===== src/rtl/ppu_pattern_gen.sv =====
// Synthetic PPU pixel source: free-running raster that can be resynchronised to (0,0),
// per-frame latched test pattern, colour delayed by IPIXEL_LATENCY register stages.
module ppu_pattern_gen #(
  parameter int          ISCREEN_WIDTH  = 256,
  parameter int          ISCREEN_HEIGHT = 240,
  parameter int          IFRAME_WIDTH   = 341,
  parameter int          IFRAME_HEIGHT  = 262,
  parameter int unsigned IPIXEL_LATENCY = 1
) (
  input  logic        clk_p,
  input  logic        rst_p_n,
  input  logic        new_frame,
  input  logic [1:0]  mode,
  input  logic [23:0] solid_rgb,
  output logic [8:0]  px,
  output logic [8:0]  py,
  output logic [23:0] rgb_p,
  output logic        vblank,
  output logic        frame_start,
  output logic [15:0] frame_cnt
);

  typedef enum logic [1:0] {
    MODE_BORDER   = 2'd0,
    MODE_BARS     = 2'd1,
    MODE_SOLID    = 2'd2,
    MODE_GRADIENT = 2'd3
  } mode_e;

  localparam logic [8:0] LP_PX_LAST   = 9'(IFRAME_WIDTH - 1);
  localparam logic [8:0] LP_PY_LAST   = 9'(IFRAME_HEIGHT - 1);
  localparam logic [8:0] LP_SW        = 9'(ISCREEN_WIDTH);
  localparam logic [8:0] LP_SH        = 9'(ISCREEN_HEIGHT);
  localparam logic [8:0] LP_SW_LAST   = 9'(ISCREEN_WIDTH - 1);
  localparam logic [8:0] LP_SH_LAST   = 9'(ISCREEN_HEIGHT - 1);
  localparam int         LP_BAR_SHIFT = $clog2(ISCREEN_WIDTH) - 3;

  logic [8:0]  r_px;
  logic [8:0]  r_py;
  logic        r_frame_start;
  logic [15:0] r_frame_cnt;
  mode_e       r_mode_q;
  logic [23:0] r_solid_q;
  logic [23:0] r_pipe [IPIXEL_LATENCY];

  logic        w_at_origin;
  logic        w_frame_evt;
  logic [8:0]  w_px_nxt;
  logic [8:0]  w_py_nxt;
  logic        w_visible;
  logic        w_border;
  logic [2:0]  w_bar;
  logic [7:0]  w_grad_r;
  logic [23:0] w_colour;

  // A restart request while already at (0,0) is dropped so that a held request
  // cannot produce a second frame event.
  assign w_at_origin = (r_px == '0) && (r_py == '0);
  assign w_frame_evt = (new_frame && !w_at_origin) ||
                       ((r_px == LP_PX_LAST) && (r_py == LP_PY_LAST));

  always_comb begin
    w_px_nxt = r_px + 9'd1;
    w_py_nxt = r_py;
    if (w_frame_evt) begin
      w_px_nxt = '0;
      w_py_nxt = '0;
    end else if (r_px == LP_PX_LAST) begin
      w_px_nxt = '0;
      w_py_nxt = r_py + 9'd1;
    end
  end

  always_ff @(posedge clk_p or negedge rst_p_n) begin
    if (!rst_p_n) begin
      r_px          <= '0;
      r_py          <= '0;
      r_frame_start <= 1'b0;
      r_frame_cnt   <= '0;
      r_mode_q      <= MODE_BORDER;
      r_solid_q     <= '0;
    end else begin
      r_px          <= w_px_nxt;
      r_py          <= w_py_nxt;
      r_frame_start <= w_frame_evt;
      if (w_frame_evt) begin
        r_frame_cnt <= r_frame_cnt + 16'd1;
        r_mode_q    <= mode_e'(mode);
        r_solid_q   <= solid_rgb;
      end
    end
  end

  assign w_visible = (r_px < LP_SW) && (r_py < LP_SH);
  assign w_border  = (r_px == '0) || (r_py == '0) ||
                     (r_px == LP_SW_LAST) || (r_py == LP_SH_LAST);
  assign w_bar     = 3'(r_px >> LP_BAR_SHIFT);
  assign w_grad_r  = r_px[7:0] + r_frame_cnt[7:0];

  always_comb begin
    w_colour = '0;
    if (w_visible) begin
      unique case (r_mode_q)
        MODE_BORDER: begin
          if (w_border)
            w_colour = '1;
          else if (r_px[0] ^ r_py[0])
            w_colour = {r_px[7:0], r_py[7:0], 8'h00};
        end
        MODE_BARS:     w_colour = {{8{~w_bar[2]}}, {8{~w_bar[1]}}, {8{~w_bar[0]}}};
        MODE_SOLID:    w_colour = r_solid_q;
        MODE_GRADIENT: w_colour = {w_grad_r, r_py[7:0], r_frame_cnt[7:0]};
        default:       w_colour = '0;
      endcase
    end
  end

  always_ff @(posedge clk_p or negedge rst_p_n) begin
    if (!rst_p_n) begin
      for (int unsigned i = 0; i < IPIXEL_LATENCY; i++) r_pipe[i] <= '0;
    end else begin
      r_pipe[0] <= w_colour;
      for (int unsigned i = 1; i < IPIXEL_LATENCY; i++) r_pipe[i] <= r_pipe[i-1];
    end
  end

  assign px          = r_px;
  assign py          = r_py;
  assign vblank      = (r_py >= LP_SH);
  assign frame_start = r_frame_start;
  assign frame_cnt   = r_frame_cnt;
  assign rgb_p       = r_pipe[IPIXEL_LATENCY-1];

endmodule


===== config.mk =====
export PLATFORM = sky130hd
export DESIGN_NAME = ppu_pattern_gen
export DESIGN_NICKNAME = d
export VERILOG_FILES = /design/src/rtl/ppu_pattern_gen.sv
export SDC_FILE = /design/constraint.sdc
export NUM_CORES = 1
export LEC_CHECK = 0
export CAP_MARGIN = 20
export CORE_ASPECT_RATIO = 0.9
export CORE_UTILIZATION = 46
export CTS_CLUSTER_DIAMETER = 30
export DETAILED_ROUTE_END_ITERATION = 10
export GPL_TIMING_DRIVEN = 0
export HOLD_SLACK_MARGIN = 0.02
export MAX_ROUTING_LAYER = met4
export PLACE_DENSITY = 0.75
export RECOVER_POWER = 25
export SLEW_MARGIN = 10
export SYNTH_ARGS = -nofsm -noshare
export SYNTH_HDL_FRONTEND = slang
export SYNTH_SLANG_ARGS = --single-unit

===== constraint.sdc =====
create_clock -name clk_p -period 2.1 [get_ports clk_p]
set_input_delay 0.42 -clock clk_p [delete_from_list [all_inputs] [get_ports clk_p]]
set_output_delay 0.42 -clock clk_p [all_outputs]
set_load 0.01 [all_outputs]

==> results.yml, run 1 <==
logic_synthesis:
  synth_top_area_share_pct: 49.7
  synth_common_cells: "dfrtp_1 (85), nor2_1 (43), nand2_1 (27)"
  yosysWarnings: 0
  syn-num-nets: 453
  syn_area_sq_mm: 0.00428
  synth.most_common_cell: "dfrtp_1"
  syn_avg_cell_area_sq_um: 10.5
  async_flop_share_pct: 100
  synth-edff-count: 0
  yosys.area.top_type: "dfrtp_1"
  synthCells: 407
  synthFlopType: "dfrtp_1"
  synth-seq-area-share_pct: 49.7
  synth.top_cells.by_area: "dfrtp_1 (50%), mux2_2 (6.6%), xnor2_1 (4.9%)"
  netlist-cell-type-count: 49
  ys_seq_elements: 85
critical_path:
  startpoint_type: "register"
  critPathArrivalTime_ns: 2.46
  cp_slowest_cell: "dfrtp_2"
  crit_type: "reg -> reg"
  crit_path_frequent_cell: "buf_6"
  cp_slowest_stage_delay_ns: 0.49
  cp_cell_sequence: "inv_2 > ha_4 > nor4b_4 > buf_4 > a41o_1 > o21ai_4 > buf_6 > buf_6 > or3b_4 > xnor2_2"
  worst_ep_required_time_ns: 2.34
  endpoint_kind: "register"
  critPathLaunch: "px[0]$_DFF_PN0_"
  r2r_start: "px[0]$_DFF_PN0_"
  crit_fanout: 6
floorplan:
  fp-row-count: 32
  die_w_microns: 104
  chipHeight_microns: 93.5
  io_pins: 89
  core-area_sq_mm: 0.00881
  die-area_sq_mm: 0.00969
  start_util_pct: 48.6
global_route:
  overflow: 0
  grt_pass1_vias: 3656
  grt_max_degree: 53
  grt_use_total_pct: 25.9
  antenna_found_initial: 0
  grt_pass1_wl_microns: 19000
route:
  drc: 0
  initialDrtViolationCount: 151
  ant_nets: 0
  wire_per_inst_microns: 18.7
  vias: 3774
  vias_per_cell: 5.77
  wl_microns: 12200
  dr.pass1.iters: 4
clock_network:
  cts.reportedPaths.clkPinSlew_ns: 0.09
  cts-buffers-inserted: 9
  clock_latency_ns: 0.36
  clkSinkCount: 85
  root_buffer: "clkbuf_8"
  cts_max_path_buffers: 2
  htreeDepth: 3
  tritoncts: "done"
timing:
  fin_ws_ns: -0.122
  hold_viol_final: 0
  fmax_mhz: 450
  rsz0062_at_grt: "yes"
  fin_hold_ws_ns: 0.479
  worst_pin_slew_ns: 0.820
  slew_headroom_pct: 45.3
  fin_worst_skew_ns: 0.00978
  setup_viol: 67
  fin_crit_sh_pct: 106
  min_period_ns: 2.22
  drv_slew: 0
run:
  maxCapViolations: 0
final_layout:
  layout-drive-gt1-share_pct: 28.2
  final_area_sq_mm: 0.00622
  diodes: 0
  fin_nets: 576
  fin_util_pct: 70.7
  syn_to_final_growth_pct: 45.5
worst_hold_path:
  worst_hold_path_type: "reg -> reg"
  hold_start: "frame_cnt[15]$_DFFE_PN0N_"
place:
  hpwl_microns: 7940
  gp_congestion: 0.856
  placed_area_sq_mm: 0.00537
  port_buffers: 88
power_and_ir_drop:
  ir_drop_uv: 644
  p_leak_nw: 2.52
  p_per_area_mw_per_mm2: 1270
  p_total_mw: 7.92
status:
  outcome: "finished, violations left"
  violations: "negative setup slack"
layout by cell type, fill, tap and decap left out, types with 7 or more instances in the layout:
cell and n:
clkdlybuf4s50_1 86, dfrtp_1 74, nor2_1 37, mux2_2 25
nand2_1 23, xnor2_1 22, o21ai_0 21, buf_4 20
ha_1 13, nand4_1 12, dfrtp_2 11, inv_1 10
clkbuf_1 10, clkbuf_8 10, xor2_1 9, a2111oi_2 9
a21oi_1 8, nand3_1 8, a211oi_2 8, buf_6 7
critical path: cells and delay by family, from the launching register on:
kind            cells  cell delay (ns)
simple gates        2             0.51
flops               1             0.49
buf+inv             4             0.45
compound gates      2             0.36
fa+ha+maj           1             0.16
xor+xnor            1             0.14
where the power goes:
group	switching, mW	internal [mW]
clock	0.588	0.705
sequential	0.447	2.19
combinational	1.94	2.05
per-layer routing:
layer / GRT usage [%] / share of wire, % / vias up
li1: - / - / 1704
met1: 33.8 / 43 / 1898
met2: 41.1 / 48 / 145
met3: 5.02 / 5.8 / 27
met4: 8.57 / 2.5 / 0
met5: - / 0 / -
timing repair:
item | 4_1_cts | 5_1_grt
gates resized for setup | 73 | 47
endpoints found under the hold margin | 14 | 0
pin swaps | 10 | 9
setup endpoints to repair | 77 | 78
hold buffers | 1 | 0
setup buffers | 20 | 2
cloned | 1 | 1
area by class of cell:
class	count	area (sq um)
fill	645	2580
multi-input combinational	287	2390
sequential	85	2140
timing repair buffer	114	1120
buffer	20	150
tap	119	149
clock buffer	11	141
clock inverter	5	83.8
inverter	13	48.8
sequential cells by signal, summed over array words and instances (netlist names):
register,cells
r_solid_q,24
rgb_p,24
frame_cnt,16
px,9
py,9
r_mode_q,2
frame_start,1
per-stage QoR:
step | worst slack (ns) | TNS [ns] | cells
4_1_cts | -0.0795 | -1.94 | 651
5_1_grt | -0.178 | -10.23 | 654
6_report | -0.122 | -4.51 | 654
2_1_floorplan | -0.0361 | -0.722 | 407
3_3_place_gp | -2.60 | -218.65 | 614
3_5_place_dp | -0.526 | -24.79 | 615
final timing paths:
| check | endpoint | slack [ns] | cells after the start |
|---|---|---|---|
| setup / recovery | frame_cnt[5]$_DFFE_PN0N_ | -0.12 | 10 |
| hold / removal | frame_cnt[15]$_DFFE_PN0N_ | 0.48 | 1 |
| setup reg to reg | frame_cnt[5]$_DFFE_PN0N_ | -0.12 | 10 |
| hold reg to reg | frame_cnt[15]$_DFFE_PN0N_ | 0.48 | 1 |
| max in group asynchronous | py[6]$_DFFE_PN0P_ | 0.26 | 3 |
| min in group asynchronous | frame_start$_DFF_PN0_ | 0.68 | 2 |
kinds of logic after synthesis:
group           after synthesis  synth area share (%)
simple gates                133                  16.0
flops                        85                  49.7
compound gates               77                  11.9
buf+inv                      35                  3.39
xor+xnor                     33                  6.76
mux                          27                  7.05
fa+ha+maj                    17                  5.15
Power figures use the tool's default switching activity.
==> inputs of run 2 (changes only) <==
--- a/config.mk
+++ b/config.mk
@@ -7,11 +7,12 @@
 export LEC_CHECK = 0
 export CAP_MARGIN = 20
 export CORE_ASPECT_RATIO = 0.9
+export CORE_MARGIN = 10
 export CORE_UTILIZATION = 46
 export CTS_CLUSTER_DIAMETER = 30
 export DETAILED_ROUTE_END_ITERATION = 10
 export GPL_TIMING_DRIVEN = 0
-export HOLD_SLACK_MARGIN = 0.02
+export HOLD_SLACK_MARGIN = 0.1
 export MAX_ROUTING_LAYER = met4
 export PLACE_DENSITY = 0.75
 export RECOVER_POWER = 25
==> run 2 against run 1 <==
The flow still finishes with violations (negative setup slack). Routed wire length increased by 7.0%. Power decreased by 1.6%. Setup slack gained 0.036 ns. Critical endpoint is now rgb_p[15]$_DFF_PN0_.
==> results.yml, run 2 (synthesized netlist as in run 1, its figures left out) <==
power_and_ir_drop:
  p_total_mw: 7.79
  p_leak_nw: 2.53
  ir_drop_uv: 779
  p_per_area_mw_per_mm2: 1240
status:
  outcome: "finished, violations left"
  violations: "negative setup slack"
route:
  drc: 0
  ant_nets: 0
  initialDrtViolationCount: 275
  wire_per_inst_microns: 19.8
  vias: 3634
  wl_microns: 13100
  dr.pass1.iters: 4
  vias_per_cell: 5.50
floorplan:
  fp-row-count: 33
  die-area_sq_mm: 0.0136
  chipHeight_microns: 111
  die_w_microns: 122
  core-area_sq_mm: 0.00908
  io_pins: 89
  start_util_pct: 47.1
global_route:
  grt_use_total_pct: 18.1
  grt_pass1_wl_microns: 19400
  antenna_found_initial: 0
  grt_pass1_vias: 3698
  overflow: 0
  grt_max_degree: 49
timing:
  fin_ws_ns: -0.0867
  min_period_ns: 2.19
  fmax_mhz: 457
  slew_headroom_pct: 36.5
  hold_viol_final: 0
  rsz0062_at_grt: "yes"
  fin_hold_ws_ns: 0.476
  drv_slew: 0
  fin_worst_skew_ns: 0.00748
  worst_pin_slew_ns: 0.952
  fin_crit_sh_pct: 104
  setup_viol: 39
worst_hold_path:
  hold_depth: 1
  worst_hold_path_type: "reg -> reg"
final_layout:
  fin_nets: 580
  layout_common_cells: "clkdlybuf4s50_1 (86), dfrtp_1 (71), nor2_1 (39), buf_4 (26)"
  fill_cells: 684
  syn_to_final_growth_pct: 47.0
  layout-drive-gt1-share_pct: 28.9
  diodes: 0
  layout_commonest_cell: "clkdlybuf4s50_1"
critical_path:
  critPathArrivalTime_ns: 2.39
  startpoint_type: "register"
  cp_slowest_stage_delay_ns: 0.48
  crit_fanout: 10
  cp_slowest_cell: "dfrtp_2"
  cp_cell_sequence: "inv_2 > buf_4 > buf_4 > ha_1 > inv_2 > buf_6 > a21oi_2 > a2111oi_1"
  crit_type: "reg -> reg"
  rr_worst_depth: 8
  endpoint_kind: "register"
  worst_ep_required_time_ns: 2.31
place:
  gp_congestion: 0.866
  hpwl_microns: 8790
  port_buffers: 88
clock_network:
  cts-buffers-inserted: 9
  clkSinkCount: 85
  htreeDepth: 3
  cts.reportedPaths.clkPinSlew_ns: 0.09
  cts_max_path_buffers: 2
  tritoncts: "done"
  root_buffer: "clkbuf_8"
  clock_latency_ns: 0.35
run:
  maxCapViolations: 0
[run 2: layout make-up]
class	instances	area, sq um	share of cell area, %
inverters	13	48.8	0.776
repair buffers	118	1150	18.3
clock buffers	11	141	2.25
well taps	122	153	2.43
clock inverters	5	83.8	1.33
flip-flops and latches	85	2140	34.1
plain buffers	20	136	2.17
multi-input cells	287	2430	38.6
[run 2: per-layer routing]
| metal | share of wire [%] | routed length (microns) | global-route usage, % | vias up |
|---|---|---|---|---|
| li1 | - | - | - | 1702 |
| met1 | 44 | 5720 | 23.0 | 1820 |
| met2 | 51 | 6610 | 29.2 | 97 |
| met3 | 4.6 | 604 | 3.03 | 15 |
| met4 | 1.1 | 150 | 5.16 | 0 |
| met5 | 0 | 0 | - | - |
[run 2: repair_timing]
item | in CTS | in global routing
cloned | 0 | 2
setup endpoints to repair | 77 | 76
hold buffers | 1 | 0
pin swaps | 6 | 20
hold endpoints to repair | 37 | 0
gates resized for setup | 45 | 76
buffers inserted | 15 | 13
[run 2: power breakdown]
group,switching (mW),leakage (nW),internal (mW)
registers,0.439,0.992,2.19
logic,1.93,1.43,1.92
clock network,0.607,0.106,0.706
[run 2: per-stage QoR]
step / utilization, % / std cells / setup TNS (ns) / cell area (sq um) / setup WS (ns)
2_1_floorplan: - / 407 / -0.722 / 4320 / -0.0361
3_3_place_gp: 58.9 / 617 / -220.91 / 5350 / -2.62
3_5_place_dp: 59.2 / 618 / -24.97 / 5380 / -0.523
4_1_cts: 64.5 / 647 / -0.253 / 5860 / -0.0308
5_1_grt: 69.2 / 661 / -10.22 / 6280 / -0.172
6_report: 69.2 / 661 / -0.877 / 6280 / -0.0867
[run 2: worst max-delay path: cells and delay by family (launching register included)]
| family | cells | cell delay, ns |
|---|---|---|
| compound gates | 2 | 0.49 |
| flops | 1 | 0.48 |
| fa+ha+maj | 1 | 0.33 |
| buf+inv | 5 | 0.74 |
[run 2: path summary, 6_finish.rpt]
path                                                  end                      start  slack, ns
worst max-delay path                  rgb_p[15]$_DFF_PN0_            px[0]$_DFF_PN0_      -0.09
worst min-delay path            frame_cnt[15]$_DFFE_PN0N_  frame_cnt[15]$_DFFE_PN0N_       0.48
worst max register to register        rgb_p[15]$_DFF_PN0_            px[0]$_DFF_PN0_      -0.09
worst min register to register  frame_cnt[15]$_DFFE_PN0N_  frame_cnt[15]$_DFFE_PN0N_       0.48
max in group asynchronous               py[4]$_DFFE_PN0P_                    rst_p_n       0.21
min in group asynchronous               py[3]$_DFFE_PN0P_                    rst_p_n       0.73
